## config.mk

```make
export PLATFORM = sky130hd
export DESIGN_NAME = uart_rx_fifo
export DESIGN_NICKNAME = d
export VERILOG_FILES = /design/src/rtl/uart_rx_fifo.sv
export SDC_FILE = /design/constraint.sdc
export NUM_CORES = 1
export LEC_CHECK = 0
export ABC_AREA = 1
export CAP_MARGIN = 20
export CORE_MARGIN = 1
export CORE_UTILIZATION = 49
export DETAILED_ROUTE_END_ITERATION = 8
export GPL_TIMING_DRIVEN = 1
export PLACE_DENSITY = 0.66
export SLEW_MARGIN = 20
export SYNTH_ARGS = -nofsm -noshare
export SYNTH_HDL_FRONTEND = slang
export SYNTH_SLANG_ARGS = --single-unit
```

## constraint.sdc

```tcl
create_clock -name Clk -period 2.9 [get_ports Clk]
set_clock_uncertainty 0.05 [all_clocks]
set_input_delay 0.87 -clock Clk [delete_from_list [all_inputs] [get_ports Clk]]
set_output_delay 0.87 -clock Clk [all_outputs]
set_load 0.02 [all_outputs]
```

## src/rtl/uart_rx_fifo.sv

```systemverilog
// UART receiver with configurable frame format, sticky line-error flags and a
// show-ahead byte FIFO drained by the downstream parser at its own pace.
module uart_rx_fifo #(
  parameter int CLKS_PER_BIT = 5208,
  parameter int DATA_BITS    = 8,
  parameter int PARITY_MODE  = 0,
  parameter int STOP_BITS    = 1,
  parameter int FIFO_DEPTH   = 16
) (
  input  logic                          Clk,
  input  logic                          Reset,
  input  logic                          serial_data_in,
  input  logic                          rd_en,
  output logic [DATA_BITS-1:0]          rd_data,
  output logic                          rd_valid,
  output logic [$clog2(FIFO_DEPTH):0]   fifo_count,
  output logic                          framing_err,
  output logic                          parity_err,
  output logic                          overrun_err,
  input  logic                          err_clr,
  output logic                          rx_busy
);
  localparam int CW = $clog2(CLKS_PER_BIT);
  localparam int AW = $clog2(FIFO_DEPTH);
  localparam logic [CW-1:0] CNT_MID   = CW'(CLKS_PER_BIT / 2);
  localparam logic [CW-1:0] CNT_END   = CW'(CLKS_PER_BIT - 1);
  localparam logic [3:0]    LAST_DATA = 4'(DATA_BITS - 1);
  localparam logic [3:0]    LAST_STOP = 4'(STOP_BITS - 1);
  localparam logic [AW:0]   CNT_FULL  = (AW+1)'(FIFO_DEPTH);

  typedef enum logic [2:0] {S_IDLE, S_START, S_DATA, S_PARITY, S_STOP, S_WAIT_IDLE} state_t;

  state_t                 state_q, state_d;
  logic [CW-1:0]          cnt_q, cnt_d;
  logic [3:0]             bit_q, bit_d;
  logic [DATA_BITS-1:0]   shreg_q, shreg_d;
  logic                   stop_bad_q, stop_bad_d, par_bad_q, par_bad_d;
  logic                   wr_req_q, wr_req_d, fe_set_q, fe_set_d, pe_set_q, pe_set_d;
  logic                   sync1_q, rx_s_q, rx_prev_q;
  logic                   done, bit_tick;

  logic [DATA_BITS-1:0]   mem_q [FIFO_DEPTH];
  logic [AW-1:0]          wr_ptr_q, wr_ptr_d, rd_ptr_q, rd_ptr_d;
  logic [AW:0]            count_q, count_d;
  logic                   fe_q, fe_d, pe_q, pe_d, ov_q, ov_d;
  logic                   pop, wr, full, ovr_set;

  always_ff @(posedge Clk or posedge Reset) begin
    if (Reset) begin
      sync1_q   <= 1'b1;
      rx_s_q    <= 1'b1;
      rx_prev_q <= 1'b1;
    end else begin
      sync1_q   <= serial_data_in;
      rx_s_q    <= sync1_q;
      rx_prev_q <= rx_s_q;
    end
  end

  always_comb begin
    state_d    = state_q;
    cnt_d      = cnt_q + 1'b1;
    bit_d      = bit_q;
    shreg_d    = shreg_q;
    stop_bad_d = stop_bad_q;
    par_bad_d  = par_bad_q;
    done       = 1'b0;
    bit_tick   = (cnt_q == CNT_END);
    case (state_q)
      S_IDLE: begin
        cnt_d = '0;
        if (rx_prev_q && !rx_s_q) state_d = S_START;
      end
      S_START: if (cnt_q == CNT_MID) begin
        // Restarting the counter here puts every later sample at mid-bit.
        cnt_d = '0;
        if (rx_s_q) state_d = S_IDLE;
        else begin
          state_d    = S_DATA;
          bit_d      = '0;
          stop_bad_d = 1'b0;
          par_bad_d  = 1'b0;
        end
      end
      S_DATA: if (bit_tick) begin
        cnt_d   = '0;
        shreg_d = {rx_s_q, shreg_q[DATA_BITS-1:1]};
        bit_d   = bit_q + 1'b1;
        if (bit_q == LAST_DATA) begin
          bit_d   = '0;
          state_d = (PARITY_MODE != 0) ? S_PARITY : S_STOP;
        end
      end
      S_PARITY: if (bit_tick) begin
        cnt_d     = '0;
        par_bad_d = ((^shreg_q) ^ rx_s_q) != (PARITY_MODE == 2);
        state_d   = S_STOP;
      end
      S_STOP: if (bit_tick) begin
        cnt_d      = '0;
        bit_d      = bit_q + 1'b1;
        stop_bad_d = stop_bad_q | ~rx_s_q;
        if (bit_q == LAST_STOP) begin
          done    = 1'b1;
          state_d = stop_bad_d ? S_WAIT_IDLE : S_IDLE;
        end
      end
      S_WAIT_IDLE: begin
        cnt_d = '0;
        if (rx_s_q) state_d = S_IDLE;
      end
      default: state_d = S_IDLE;
    endcase
    wr_req_d = done & ~stop_bad_d & ~par_bad_q;
    fe_set_d = done & stop_bad_d;
    pe_set_d = done & par_bad_q;
  end

  always_ff @(posedge Clk or posedge Reset) begin
    if (Reset) begin
      state_q    <= S_IDLE;
      cnt_q      <= '0;
      bit_q      <= '0;
      shreg_q    <= '0;
      stop_bad_q <= 1'b0;
      par_bad_q  <= 1'b0;
      wr_req_q   <= 1'b0;
      fe_set_q   <= 1'b0;
      pe_set_q   <= 1'b0;
    end else begin
      state_q    <= state_d;
      cnt_q      <= cnt_d;
      bit_q      <= bit_d;
      shreg_q    <= shreg_d;
      stop_bad_q <= stop_bad_d;
      par_bad_q  <= par_bad_d;
      wr_req_q   <= wr_req_d;
      fe_set_q   <= fe_set_d;
      pe_set_q   <= pe_set_d;
    end
  end

  // A full FIFO still accepts the byte when the head is popped in the same cycle.
  always_comb begin
    pop      = rd_en & rd_valid;
    full     = (count_q == CNT_FULL);
    wr       = wr_req_q & (~full | pop);
    ovr_set  = wr_req_q & full & ~pop;
    wr_ptr_d = wr  ? wr_ptr_q + 1'b1 : wr_ptr_q;
    rd_ptr_d = pop ? rd_ptr_q + 1'b1 : rd_ptr_q;
    count_d  = count_q;
    if (wr && !pop)      count_d = count_q + 1'b1;
    else if (!wr && pop) count_d = count_q - 1'b1;
    fe_d = fe_set_q | (fe_q & ~err_clr);
    pe_d = pe_set_q | (pe_q & ~err_clr);
    ov_d = ovr_set  | (ov_q & ~err_clr);
  end

  always_ff @(posedge Clk or posedge Reset) begin
    if (Reset) begin
      wr_ptr_q <= '0;
      rd_ptr_q <= '0;
      count_q  <= '0;
      fe_q     <= 1'b0;
      pe_q     <= 1'b0;
      ov_q     <= 1'b0;
    end else begin
      wr_ptr_q <= wr_ptr_d;
      rd_ptr_q <= rd_ptr_d;
      count_q  <= count_d;
      fe_q     <= fe_d;
      pe_q     <= pe_d;
      ov_q     <= ov_d;
    end
  end

  always_ff @(posedge Clk) begin
    if (wr) mem_q[wr_ptr_q] <= shreg_q;
  end

  assign rd_valid    = (count_q != '0);
  assign rd_data     = rd_valid ? mem_q[rd_ptr_q] : '0;
  assign fifo_count  = count_q;
  assign framing_err = fe_q;
  assign parity_err  = pe_q;
  assign overrun_err = ov_q;
  assign rx_busy     = (state_q != S_IDLE);
endmodule

```

# Yosys cells after proc, flatten, opt, wreduce, memory -nomap -nowiden
# Memory sizes are Yosys's and may differ from the RTL's.
# Cells that the tools add are included.
# W data, S select, Z words.
[op_classes]
reduce_logical = 20
eq_ne = 18
n_mux = 36
bitwise_logic = 23
addsub = 6
[ops]
columns = ["op", "n"]
rows = [
  ["$pmux W13 S3", 1],
  ["$mux W3", 9],
  ["$mux W13", 2],
  ["$mux W4", 5],
  ["$ne A2 B2 Y1 const B", 9],
  ["$pmux W3 S6", 1],
  ["$add A13 B1 Y13 const B", 1],
  ["$eq A13 B12 Y1 const B", 1],
  ["$eq A13 B13 Y1 const B", 1],
  ["$add A4 B1 Y4 const B", 3],
  ["$pmux W4 S3", 1],
  ["$and A1 B1 Y1", 11],
  ["$mux W1", 11],
  ["$mux W5", 2],
  ["$mux W8", 1],
  ["$reduce_and A8 Y1", 1],
  ["$reduce_xor A8 Y1", 1],
  ["$eq A3 B2 Y1 const B", 2],
  ["$eq A3 B3 Y1 const B", 2],
  ["$not A1 Y1", 6],
  ["$reduce_bool A3 Y1", 2],
  ["$add A5 B1 Y5 const B", 1],
  ["$eq A5 B5 Y1 const B", 1],
  ["$or A1 B1 Y1", 5],
  ["other kinds (17)", 23],
]
[word_totals]
mem_bits_rw = 128
output_inout_bits = 18
n_memories = 1
ff_bits = 52
[mem_list]
columns = ["memory", "depth", "word_bits", "rd", "rd_ports_with_merged_regs", "wr", "line_no", "text"]
rows = [
  ["mem_q", 16, 8, 1, 0, 1, "42", "logic [DATA_BITS-1:0] mem_q [FIFO_DEPTH];"],
]

# Longest topological paths before layout
[depth]
depth_word = 8
ltp_mapped = 13
mapped_depth_nobuf = 13

# Worst setup path after synthesis
# No wires, ideal clock.
[synth_path]
kind = "input -> register"
start = "in rd_en"
end = "reg count_q[4], in the netlist fifo_count[4]"
slack_ns = 0.343
t_arrival_ns = 2.376
n_path_buf = 0
required_time_ns = 2.719
stages = 10
cell_sequence = "nor2_1 a21oi_2 ha_1 inv_1 fa_1 nand3_1 nand2_1 a21oi_1 o21ai_0 xor2_1"
[synth_via]
elab_chain_len = 6
[synth_lines]
columns = ["item", "line_no", "text"]
rows = [
  ["start: declaration", "13", "input logic rd_en,"],
  ["$and A1 B1 Y1 *", "145", "pop = rd_en & rd_valid;"],
  ["$or A1 B1 Y1 *", "147", "wr = wr_req_q & (~full | pop);"],
  ["$and A1 B1 Y1 *", "147", ""],
  ["named net wr", "46", "logic pop, wr, full, ovr_set;"],
  ["$logic_not A1 Y1", "153", "else if (!wr && pop) count_d = count_q - 1'b1;"],
  ["$logic_and A1 B1 Y1", "153", ""],
  ["$reduce_bool A2 Y1 (no line)", "-", ""],
  ["end signal: assignment", "170", "count_q <= count_d;"],
  ["end: declaration", "44", "logic [AW:0] count_q, count_d;"],
]
# The timed path passes the listed nets; every way through them passes the cells marked *.
# A chain may end at the register's enable or synchronous reset.

# Final worst setup path
[layout_path]
start = "reg rd_ptr_q[0]"
end = "out rd_data[3]"
[layout_via]
elab_chain_len = 2
[layout_lines]
columns = ["item", "line_no", "text"]
rows = [
  ["start: declaration", "43", "logic [AW-1:0] wr_ptr_q, wr_ptr_d, rd_ptr_q, rd_ptr_d;"],
  ["start signal: assignment", "169", "rd_ptr_q <= rd_ptr_d;"],
  ["$mem_v2 Z16 W8", "-", ""],
  ["$mux W8", "182", "assign rd_data = rd_valid ? mem_q[rd_ptr_q] : '0;"],
  ["end: declaration", "14", "output logic [DATA_BITS-1:0] rd_data,"],
]
# No other way between the ends.

==> key figures <==
Route
  – Drt drc: 0
  – Routed wl met2: about 9500 µm
  – DRT Pass-1 Iters: 5
  – Initial detailed-routing violation count: about 580
  – Metal3 WL: around 690 µm
  – Final ANT Viol Nets: 0
  – Final WL: roughly 18,000 µm
  – Metal-1 WL: roughly 7600 µm
  – WL/cell: around 16 µm
  – Max Used Layer: met4
  – Routed vias/inst: ~5.3
  – DR vias: between 5,000 and 6,000

Worst setup path
  – R2R Path Start: fifo_count[1]$_DFFE_PP0P_
  – Critical R2R Capture: fifo_count[4]$_DFFE_PP0P_
  – R2R depth: 13
  – Internal reg-to-reg setup slack: ~0.56 ns
  – CP Class: reg2out
  – CP endpoint kind: primary output
  – Crit-path max FO: 16
  – Required @ worst endpoint: ~2.0 ns
  – Crit path DAT: 1.94 ns
  – Startpoint types: flop

Placement
  – GP Congestion: 0.893
  – HPWL Detailed: between 10,000 and 15,000 µm
  – Port Buffers: 22

Final layout
  – Ant. Diodes: 0
  – Synth-to-layout area growth: 17.8%
  – Share of cells above drive strength 1: 0.153
  – Post-layout util: 0.598
  – Nets: 901

Synthesis
  – YS warnings: 0
  – Syn avg cell area: just under 10 µm²
  – Async set or reset register ratio after synthesis: 0.289
  – Synth area leaders: edfxtp_1, dfrtp_1, nand2_1
  – Top-count cell post-synth: nand2_1
  – Post-synth top cells: nand2_1, nand3_1, edfxtp_1, inv_1, dfrtp_1
  – Dominant synthesized flop cell: edfxtp_1
  – Syn_nets: between 800 and 900
  – Yosys top cell area share: 0.470
  – Post-synth cell types: 35
  – Mapped Area: between 0.008 and 0.009 mm²
  – EDFF count, synth: around 130
  – Cell count after synthesis: between 800 and 900
  – Synthesized flop and latch total: 180
  – Seq/Total Area, Yosys: 0.629
  – Yosys top cell by area: edfxtp_1

Floorplanning
  – Die width: 131 µm
  – Num rows: 46
  – Total die area: about 0.017 mm²
  – I/O pins: 23
  – Total core area: ~0.016 mm²
  – Die H: around 130 µm
  – Initial core utilization: 0.508

Run status
  – Status: completed

Global route
  – First-pass GRT wire length: roughly 29,000 µm
  – Initial antenna violation count: 0
  – Total grt overflow: 0
  – GR Util All Layers: 0.219
  – Vias in the first global route: around 6,000
  – Largest net degree at the start of global routing: 50

Timing
  – Rel. slew slack: 0.592
  – Fin Setup TNS: 0 ns
  – Fmax: roughly 350 MHz
  – Period utilization: 0.987
  – Final setup fails: 0
  – Final min period: between 2 and 3 ns
  – RSZ-0062 raised after global routing: true
  – Hold Vio Cnt, Final: 0
  – Worst-Margin Slew: 0.612 ns
  – Fin. max-slew vios: 0

Power and ir drop
  – Peak VDD IR: just under 700 µV
  – Leakage Power: 4.11 nW
  – Pwr dens: slightly above 800 mW/mm²

Min path
  – Hold crit path type: reg2reg
  – WHS Endpoint: rx_s_q$_DFF_PP1_
  – HP Start: sync1_q$_DFF_PP1_
  – Hold Path Depth: 0

Flow run
  – Max Cap Viol: 0

Clocking
  – Sink Count: 180
  – Root Buffer: clkbuf_16
  – Worst skew pair latency: ~0.43 ns
  – Clk pin slew, worst setup/hold paths: around 0.06 ns
  – Num CTS Buffers: 17
  – Max H-tree Level: 4
  – CTS tree: yes
  – Clock buffer depth: 2
==> metrics by stage <==
stage                     hold WS (ns)  worst slack [ns]  instance area [µm²]  power, W  std cells
final                            0.308            0.0376                 9640   0.00801       1111
after global routing             0.312           -0.0202                 9640   0.00839       1111
after CTS                        0.310           0.00193                 9500   0.00778       1108
after detailed placement         0.301            -0.105                 8910   0.00558       1075
after global placement           0.297           -0.0401                 8910   0.00552       1075
after floorplan                  0.295             0.343                 8190   0.00469        825
==> flip-flops by register name, indices dropped and copies added (netlist names), 3 cells and up <==
register / cells
mem_q: 128
cnt_q: 13
shreg_q: 8
fifo_count: 5
bit_q: 4
rd_ptr_q: 4
wr_ptr_q: 4
state_q: 3
==> layout make-up <==
| cell class | instances | area, µm² |
|---|---|---|
| clock buffers | 20 | 437 |
| inverters | 68 | 267 |
| flip-flops and latches | 180 | 5150 |
| fillers | 1346 | 6470 |
| repair buffers | 66 | 694 |
| clock inverters | 12 | 123 |
| multi-input cells | 549 | 2700 |
| well taps | 216 | 270 |
==> timing repair <==
action,in CTS,in global routing
pin swaps,0,1
hold buffers,0,0
resized for setup,41,27
endpoints found under the setup margin,8,9
buffers inserted,0,1
cloned,1,2
==> power by group <==
| group | internal [W] | switching, W |
|---|---|---|
| Combinational | 0.00110 | 0.00174 |
| Sequential | 0.00284 | 0.000148 |
| Clock | 0.00120 | 0.000994 |
==> layer usage <==
metal  track usage  vias up
li1              -     2847
met1         0.260     2830
met2         0.388      151
met3        0.0347       34
met4         0.107        0
met5             0        -
==> worst max path at each step <==
stage / to / slack, ns / cells after the start / start
after floorplan: fifo_count[4]$_DFFE_PP0P_ / 0.34 / 10 / rd_en
after global placement: fifo_count[4]$_DFFE_PP0P_ / -0.04 / 11 / rd_en
after detailed placement: fifo_count[4]$_DFFE_PP0P_ / -0.11 / 11 / rd_en
after CTS: rd_data[3] / 0.002 / 9 / rd_ptr_q[0]$_DFFE_PP0N_
after global routing: rd_data[7] / -0.02 / 9 / rd_ptr_q[0]$_DFFE_PP0N_
final: rd_data[3] / 0.04 / 9 / rd_ptr_q[0]$_DFFE_PP0N_
==> placed cells by master (no fill, tap or decap), types with 4 or more instances in the layout <==
| cell type | count |
|---|---|
| nor2_2 | 13 |
| clkbuf_16 | 18 |
| ha_1 | 13 |
| nor2_1 | 45 |
| xor2_1 | 13 |
| a21oi_1 | 10 |
| edfxtp_1 | 128 |
| nand3_2 | 8 |
| inv_6 | 4 |
| clkinv_4 | 5 |
| nand4_1 | 5 |
| nand3_1 | 123 |
| nor3_1 | 6 |
| clkdlybuf4s50_1 | 13 |
| nand2_1 | 268 |
| inv_1 | 55 |
| nand2_2 | 6 |
| buf_4 | 38 |
| xnor2_1 | 4 |
| o21ai_0 | 13 |
| a21oi_2 | 7 |
| dfrtp_1 | 47 |
| inv_2 | 7 |
| clkinvlp_4 | 4 |
| buf_12 | 9 |
==> critical path, cell delays in order, from the launching register on <==
cell and delay, ns:
dfrtp_2 0.47, clkinv_4 0.13, buf_12 0.15, nand2_1 0.05, nand3_1 0.07, nand3_1 0.13, nand2_1 0.10, nand2_1 0.06
a21oi_2 0.18, buf_4 0.17
==> cells by family after synthesis <==
logic type | synth area share
fa+ha+maj | 0.0223
flops | 0.629
compound gates | 0.0232
buf+inv | 0.0486
xor+xnor | 0.0182
simple gates | 0.259
Power figures use the tool's default switching activity.
